## config.mk

```make
export PLATFORM = sky130hd
export DESIGN_NAME = fetch_queue_flat
export DESIGN_NICKNAME = d
export VERILOG_FILES = /design/src/rtl/fetch_queue_if.sv /design/src/rtl/fetch_queue.sv /design/src/flat_wrapper.sv
export SDC_FILE = /design/constraint.sdc
export NUM_CORES = 1
export LEC_CHECK = 0
export ABC_AREA = 1
export BUFFER_PORTS_ARGS = -buffer_cell sky130_fd_sc_hd__buf_2
export CAP_MARGIN = 40
export CORE_MARGIN = 4
export CORE_UTILIZATION = 60
export CTS_BUF_LIST = sky130_fd_sc_hd__clkbuf_4 sky130_fd_sc_hd__clkbuf_8
export DETAILED_ROUTE_END_ITERATION = 7
export GPL_ROUTABILITY_DRIVEN = 1
export PLACE_DENSITY = 0.89
export SETUP_SLACK_MARGIN = 0.2
export SYNTH_ARGS = -nofsm -noshare
export SYNTH_HDL_FRONTEND = slang
export SYNTH_SLANG_ARGS = --single-unit
```

## constraint.sdc

```tcl
create_clock -name CLK -period 4.4 [get_ports CLK]
set_input_delay 0.44 -clock CLK [delete_from_list [all_inputs] [get_ports CLK]]
set_output_delay 0.44 -clock CLK [all_outputs]
set_load 0.005 [all_outputs]
```

## src/rtl/fetch_queue_if.sv

```systemverilog
// Handshake bundle between the IF/ID register, the fetch queue and decode.
// The slave side is the queue itself; the master side is the surrounding pipeline.
interface fetch_queue_if #(
  parameter int AW = 2
);
  logic        in_valid;
  logic [31:0] in_instr;
  logic [31:0] in_pc;
  logic        no_new_fetch;
  logic        out_valid;
  logic [31:0] out_instr;
  logic [31:0] out_pc;
  logic        out_ready;
  logic [AW:0] count;

  modport master (
    output in_valid, in_instr, in_pc, out_ready,
    input  no_new_fetch, out_valid, out_instr, out_pc, count
  );

  modport slave (
    input  in_valid, in_instr, in_pc, out_ready,
    output no_new_fetch, out_valid, out_instr, out_pc, count
  );
endinterface

```

## src/rtl/fetch_queue.sv

```systemverilog
// In-order instruction/PC queue between IF/ID and decode with fetch backpressure and flush.
// Define FETCHQ_BYPASS_EN to forward a push straight to the outputs when the queue is empty.
module fetch_queue #(
  parameter int DEPTH = 4,
  parameter int AW    = 2
) (
  input  logic         CLK,
  input  logic         RESET,
  input  logic         FREEZE,
  input  logic         flush,
  fetch_queue_if.slave bus
);
  localparam logic [AW:0] L_FULL = (AW+1)'(DEPTH);

  logic [31:0]   r_instr_mem [DEPTH];
  logic [31:0]   r_pc_mem    [DEPTH];
  logic [AW-1:0] r_rd_ptr;
  logic [AW-1:0] r_wr_ptr;
  logic [AW:0]   r_count;

  logic w_full;
  logic w_empty;
  logic w_push;
  logic w_pop;
  logic w_bypass;
  logic w_out_valid;
  logic w_wr_en;
  logic w_rd_adv;

  // Occupancy, not pointer equality, separates empty from full.
  assign w_full  = (r_count == L_FULL);
  assign w_empty = (r_count == '0);

  // Same condition under which IF advances, so each IF/ID value is taken once.
  assign w_push = bus.in_valid && !w_full && !FREEZE && !flush;

`ifdef FETCHQ_BYPASS_EN
  assign w_bypass = w_empty && w_push;
`else
  assign w_bypass = 1'b0;
`endif

  assign w_out_valid = !w_empty || w_bypass;
  assign w_pop       = w_out_valid && bus.out_ready && !FREEZE && !flush;

  // A bypassed entry consumed in the same cycle never touches storage.
  assign w_wr_en  = w_push && !(w_bypass && w_pop);
  assign w_rd_adv = w_pop && !w_bypass;

  assign bus.no_new_fetch = w_full;
  assign bus.out_valid    = w_out_valid;
  assign bus.count        = r_count;

  always_comb begin
    bus.out_instr = 32'h0000_0000;
    bus.out_pc    = 32'h0000_0000;
    if (w_bypass) begin
      bus.out_instr = bus.in_instr;
      bus.out_pc    = bus.in_pc;
    end else if (!w_empty) begin
      bus.out_instr = r_instr_mem[r_rd_ptr];
      bus.out_pc    = r_pc_mem[r_rd_ptr];
    end
  end

  always_ff @(posedge CLK) begin
    if (RESET && w_wr_en) begin
      r_instr_mem[r_wr_ptr] <= bus.in_instr;
      r_pc_mem[r_wr_ptr]    <= bus.in_pc;
    end
  end

  always_ff @(posedge CLK or negedge RESET) begin
    if (!RESET) begin
      r_rd_ptr <= '0;
      r_wr_ptr <= '0;
      r_count  <= '0;
    end else if (flush) begin
      r_rd_ptr <= '0;
      r_wr_ptr <= '0;
      r_count  <= '0;
    end else if (!FREEZE) begin
      if (w_wr_en) begin
        r_wr_ptr <= r_wr_ptr + AW'(1);
      end
      if (w_rd_adv) begin
        r_rd_ptr <= r_rd_ptr + AW'(1);
      end
      case ({w_wr_en, w_rd_adv})
        2'b10:   r_count <= r_count + (AW+1)'(1);
        2'b01:   r_count <= r_count - (AW+1)'(1);
        default: r_count <= r_count;
      endcase
    end
  end
endmodule
```

## src/flat_wrapper.sv

```systemverilog
// flat-port wrapper written by rule: the top's interface ports become plain ports
module fetch_queue_flat 
#(
  parameter int DEPTH = 4,
  parameter int AW    = 2
)
  (CLK, RESET, FREEZE, flush, bus_in_valid, bus_in_instr, bus_in_pc, bus_out_ready, bus_no_new_fetch, bus_out_valid, bus_out_instr, bus_out_pc, bus_count);
  fetch_queue_if #(.AW(AW)) bus_i ();
  input  logic CLK;
  input  logic RESET;
  input  logic FREEZE;
  input  logic flush;
  input wire logic [$bits(bus_i.in_valid)-1:0] bus_in_valid;
  input wire logic [$bits(bus_i.in_instr)-1:0] bus_in_instr;
  input wire logic [$bits(bus_i.in_pc)-1:0] bus_in_pc;
  input wire logic [$bits(bus_i.out_ready)-1:0] bus_out_ready;
  output wire logic [$bits(bus_i.no_new_fetch)-1:0] bus_no_new_fetch;
  output wire logic [$bits(bus_i.out_valid)-1:0] bus_out_valid;
  output wire logic [$bits(bus_i.out_instr)-1:0] bus_out_instr;
  output wire logic [$bits(bus_i.out_pc)-1:0] bus_out_pc;
  output wire logic [$bits(bus_i.count)-1:0] bus_count;
  assign bus_i.in_valid = bus_in_valid;
  assign bus_i.in_instr = bus_in_instr;
  assign bus_i.in_pc = bus_in_pc;
  assign bus_i.out_ready = bus_out_ready;
  assign bus_no_new_fetch = bus_i.no_new_fetch;
  assign bus_out_valid = bus_i.out_valid;
  assign bus_out_instr = bus_i.out_instr;
  assign bus_out_pc = bus_i.out_pc;
  assign bus_count = bus_i.count;
  fetch_queue #(.DEPTH(DEPTH), .AW(AW)) u_core (.CLK(CLK), .RESET(RESET), .FREEZE(FREEZE), .flush(flush), .bus(bus_i));
endmodule
```

==> impl_metrics.ini, run 1 <==
[placed_design]
dpl_cell_area_um2 = 11300
dp_slack_ns = 1.70
dp.cells = 1153
dp.final_hpwl_um = 12400
port_buffers = 138
gp_congestion = 0.766

[clock_tree]
postCtsSetupBuffers = 0
cts_tree = yes
htreeDepth = 2
cts_sinks = 263
clockBufferDepth = 3
clkLatencyLatePin_ns = 0.52
root_buffer = clkbuf_8
clkTransAtPathRegs_ns = 0.06
cts_buffers = 40

[worst_setup_path]
worstSetupPathType = reg2out
arrival_ns = 2.51
end_kind = output pin
critPathLaunchType = flop
cp.required_ns = 3.96
cp_max_fo = 54

[sta]
finalSetupViolCount = 0
final-hold-violation-count = 0
slew_viol_final = 0
finalClockSkew_ns = 0.0113
period_needed_ns = 2.95
finalCritPeriodShare_pct = 67.1
fmax_mhz = 339
finalSetupTns_ns = 0
rsz0062_at_grt = false
tightest_slew_ns = 0.799
relSlewSlack_pct = 46.7
worst_slack_ns = 1.45

[pwr]
power.total_mw = 5.95
peakVddDrop_uv = 281
cellPowerDensity_nw_per_um2 = 492
p_leak_nw = 4.47

[global_route]
antenna_found_initial = 3
grt_max_degree = 66
grt_overflow = 0
grt_use_total_pct = 21.7
grt_pass1_vias = 6698
grt_pass1_wl_um = 33600

[cells_and_area]
area_growth_syn_to_layout_pct = 15.9
regArea_um2 = 7870
layout_commonest_cell = nor2_1
fin_nets = 1051
layout_common_cells = 260 x nor2_1, 256 x edfxtp_1, 138 x buf_2, 72 x o21ai_0, 65 x a21oi_1
final_cell_area_um2 = 12100
multi_input_area_um2 = 2220
drive_gt1_share_pct = 23.2
finalNonFillerCells = 1226
fillers = 1079

[detailed_routing]
detail-route-antenna-nets = 0
vias = 6791
post-route-drc-count = 0
wl_um = 21700
dr.pass1.iters = 5
drt_iter0_drc = 464
post_drt_wl_per_cell_um = 17.7
vias_per_cell = 5.54

[die]
pin_count = 139
dieArea_um2 = 19600
row_count = 47
die_w_um = 140
coreArea_um2 = 16800
die_h_um = 140
initial_core_util_pct = 62.1

[synth]
synth_cells = 827
synth_area_um2 = 10400
ys_types = 23
syn-mean-instance-area_um2 = 12.6
syn_nets = 902
ys_seq_area_share_pct = 75.3
ys_warn_count = 0
ys_ff_latch = 263

[hold_path]
hold_path.class = in2reg

[job]
drv_cap = 0

[status]
outcome = complete, no violations
[stage by stage]
step	util, %	hold slack, ns
after global placement	66.7	0.292
final	71.9	0.126
after CTS	71.9	0.0871
after floorplan	-	0.144
after global routing	71.9	0.101
after detailed placement	67.3	0.292
[synthesized netlist by cell type (all sizes together)]
cell type / count / area, um2
nor2: 265 / 997
edfxtp: 256 / 7690
o21ai: 131 / 656
a21oi: 66 / 334
buf: 34 / 245
nand2: 22 / 90.1
inv: 19 / 71.3
clkbuf: 15 / 71.3
dfrtp: 7 / 175
nand3: 6 / 35.0
ha: 4 / 50.1
fa: 1 / 20.0
xnor2: 1 / 8.76
[path summary, 6_finish.rpt]
check	to	from	cells past startpoint	slack (ns)
hold reg to reg	u_core.bus.count[1]	u_core.bus.count[1]	2	0.61
setup reg to reg	u_core.r_instr_mem[3][22]	u_core.bus.count[0]	7	1.90
min in group asynchronous	u_core.bus.count[2]	RESET	2	0.30
setup / recovery	bus_out_pc[7]	u_core.r_rd_ptr[0]	6	1.45
max in group asynchronous	u_core.r_rd_ptr[0]	RESET	2	3.91
hold / removal	u_core.r_instr_mem[3][18]	bus_in_instr[18]	1	0.13
[critical path, stage by stage (launching register included)]
cell,delay [ns]
dfrtp_4,0.67
buf_4,0.57
nor2_1,0.11
nor2_1,0.11
o21ai_0,0.12
a21oi_1,0.25
buf_2,0.16
[logic make-up (layout without fill, tap and decap cells)]
logic type                 count (synthesis)  after routing  share of synthesized area, %
and+or+nand+nor                          293            293                          10.7
DFF                                      263            263                          75.3
AOI/OAI and AO/OA                        197            197                          9.48
buffers and inverters                     68            246                          3.71
adders and majority gates                  5              5                         0.671
xor gates and xnor gates                   1              1                        0.0839
other                                      0              1                             0
[area by class of cell]
type                       count  share of cell area [%]
sequential                   263                    65.0
multi-input combinational    496                    18.4
timing repair buffer         156                    7.32
clock buffer                  57                    5.66
tap                          220                    2.28
clock inverter                14                   0.734
inverter                      19                   0.600
antenna                        1                  0.0207
[report_power, final]
group | switching (mW) | internal, mW | leakage [nW]
Combinational | 0.756 | 0.441 | 1.67
Clock | 0.855 | 1.06 | 0.405
Sequential | 0.0430 | 2.79 | 2.40
[state kept, by name, summed over array words and instances, names as in the netlist]
name                cells
u_core.bus.count        3
u_core.r_instr_mem    128
u_core.r_pc_mem       128
u_core.r_rd_ptr         2
u_core.r_wr_ptr         2
[per-layer routing]
metal / global-route usage, % / part of all wire [%]
met5: 0 / 0.12
met1: 25.9 / 37
met2: 37.9 / 52
met3: 5.25 / 8.6
met4: 9.38 / 3.1
[timing repair]
| action | in CTS | in global routing |
|---|---|---|
| endpoints found under the setup margin | 0 | 0 |
| hold buffers | 1 | 0 |
| endpoints found under the hold margin | 7 | 0 |
| gates resized for setup | 0 | 0 |
No activity file was read; power rests on OpenSTA's default activity.
==> run 2, diff against run 1 <==
--- a/config.mk
+++ b/config.mk
@@ -9,11 +9,11 @@
 export BUFFER_PORTS_ARGS = -buffer_cell sky130_fd_sc_hd__buf_2
 export CAP_MARGIN = 40
 export CORE_MARGIN = 4
-export CORE_UTILIZATION = 60
+export CORE_UTILIZATION = 54
 export CTS_BUF_LIST = sky130_fd_sc_hd__clkbuf_4 sky130_fd_sc_hd__clkbuf_8
 export DETAILED_ROUTE_END_ITERATION = 7
 export GPL_ROUTABILITY_DRIVEN = 1
-export PLACE_DENSITY = 0.89
+export PLACE_DENSITY = 0.84
 export SETUP_SLACK_MARGIN = 0.2
 export SYNTH_ARGS = -nofsm -noshare
 export SYNTH_HDL_FRONTEND = slang
==> constraint.sdc (replaced) <==
create_clock -name CLK -period 2.53 [get_ports CLK]
set_input_delay 0.253 -clock CLK [delete_from_list [all_inputs] [get_ports CLK]]
set_output_delay 0.253 -clock CLK [all_outputs]
set_load 0.005 [all_outputs]
==> run 2 against run 1 <==
  * Via count rose by 4.9%
  * Critical path depth unchanged
  * Wire length up 9.0%
==> impl_metrics.ini, run 2 (synthesis gave the netlist of run 1 again) <==
[die]
coreArea_um2 = 18800
die_h_um = 147
initial_core_util_pct = 55.4
row_count = 50
die_w_um = 147
dieArea_um2 = 21600
pin_count = 139

[status]
outcome = complete, no violations

[global_route]
grt_overflow = 0
grt_pass1_vias = 7237
antenna_found_initial = 1
grt_max_degree = 65
grt_use_total_pct = 21.3
grt_pass1_wl_um = 36500

[detailed_routing]
vias_per_cell = 5.35
vias = 7127
detail-route-antenna-nets = 0
post_drt_wl_per_cell_um = 17.8
post-route-drc-count = 0
drt_iter0_drc = 651
dr.pass1.iters = 6
wl_um = 23700

[cells_and_area]
layout_common_cells = 260 x nor2_1, 256 x edfxtp_1, 139 x buf_2, 72 x o21ai_0, 65 x dlygate4sd3_1
fin_nets = 1120
finalNonFillerCells = 1333
area_growth_syn_to_layout_pct = 24.3
layout_commonest_cell = nor2_1
fillers = 1273
drive_gt1_share_pct = 22.3

[sta]
finalSetupViolCount = 0
period_needed_ns = 2.29
final-hold-violation-count = 0
tightest_slew_ns = 0.579
fmax_mhz = 436
worst_slack_ns = 0.236
slew_viol_final = 0
finalClockSkew_ns = 0.0153
rsz0062_at_grt = true
relSlewSlack_pct = 61.4
finalCritPeriodShare_pct = 90.7

[pwr]
cellPowerDensity_nw_per_um2 = 819
p_sw_share_pct = 28.2
p_leak_nw = 4.83
pwr-share-comb_pct = 22.9
internal-power_mw = 7.63
pwr-share-clk_pct = 30.8
seqPwrFrac_pct = 46.3
peakVddDrop_uv = 497
switching_power_mw = 3.00

[placed_design]
dp.final_hpwl_um = 13100
dp_slack_ns = 0.581
dp.cells = 1191
port_buffers = 138
gp_congestion = 0.808

[clock_tree]
clkLatencyLatePin_ns = 0.51
clockBufferDepth = 3
cts_buffers = 40
htreeDepth = 2
cts_tree = yes
root_buffer = clkbuf_8
cts_sinks = 263
clkTransAtPathRegs_ns = 0.06

[worst_setup_path]
critPathLaunchType = flop
cp.required_ns = 2.28
worstSetupPathType = reg2out
end_kind = output pin
cp_max_fo = 32
arrival_ns = 2.04

[job]
drv_cap = 0

[hold_path]
hold_path.class = in2reg
run 2: through the flow:
step | hold WS, ns | setup TNS, ns | area, um2 | total power, mW | util (%)
5_1_grt | 0.0534 | 0 | 13000 | 11.1 | 68.9
2_1_floorplan | -0.0426 | -110.43 | 10500 | 6.18 | -
4_1_cts | 0.0116 | 0 | 12900 | 10.5 | 68.4
6_report | 0.0456 | 0 | 13000 | 10.6 | 68.9
3_5_place_dp | 0.109 | 0 | 11400 | 7.12 | 60.5
3_3_place_gp | 0.110 | 0 | 11400 | 7.08 | 60.5
run 2: routing by layer:
layer,track usage (%),routed length [um]
met5,0,0
met4,6.94,595
met3,3.21,1860
met2,38.1,12000
met1,26.8,9210
run 2: area by class of cell:
type                       count  area (um2)  area share [%]
inverter                      19        81.3           0.627
tap                          260         325            2.51
clock inverter                11        43.8           0.337
clock buffer                  58         711            5.48
multi-input combinational    496        2230            17.2
timing repair buffer         225        1720            13.2
antenna                        1        2.50          0.0193
sequential                   263        7870            60.6
run 2: worst paths after layout:
| path | startpoint | to | slack [ns] | cells after the start |
|---|---|---|---|---|
| min in group asynchronous | RESET | u_core.r_rd_ptr[0] | 0.13 | 2 |
| max in group asynchronous | RESET | u_core.r_rd_ptr[1] | 2.20 | 2 |
| max | u_core.r_rd_ptr[0] | bus_out_instr[19] | 0.24 | 6 |
| max reg2reg | u_core.bus.count[0] | u_core.r_pc_mem[0][19] | 0.60 | 7 |
| min | flush | u_core.bus.count[0] | 0.05 | 4 |
| min reg2reg | u_core.bus.count[1] | u_core.bus.count[1] | 0.59 | 2 |
run 2: what timing repair did:
action / 4_1_cts / 5_1_grt
buffers inserted: 1 / 2
gates cloned: 2 / 2
pin swaps: 0 / 1
endpoints found under the hold margin: 263 / 0
endpoints found under the setup margin: 58 / 63
hold buffers: 65 / 0
gates resized for setup: 6 / 10
run 2: worst max-delay path: stages, from the launching register on:
cell and delay [ns]:
dfrtp_4 0.57, buf_8 0.26, nor2_1 0.08, nor2_1 0.07, o21ai_0 0.12, a21oi_1 0.25, buf_2 0.16
run 2: power groups by stage:
stage,Combinational [mW],Sequential (mW),Clock (mW)
finish,2.43,4.92,3.28
floorplan,1.19,4.99,0
CTS,2.28,4.92,3.32
detailed placement,2.11,5.01,0
global placement,2.08,5.01,0
global route,2.68,4.93,3.54
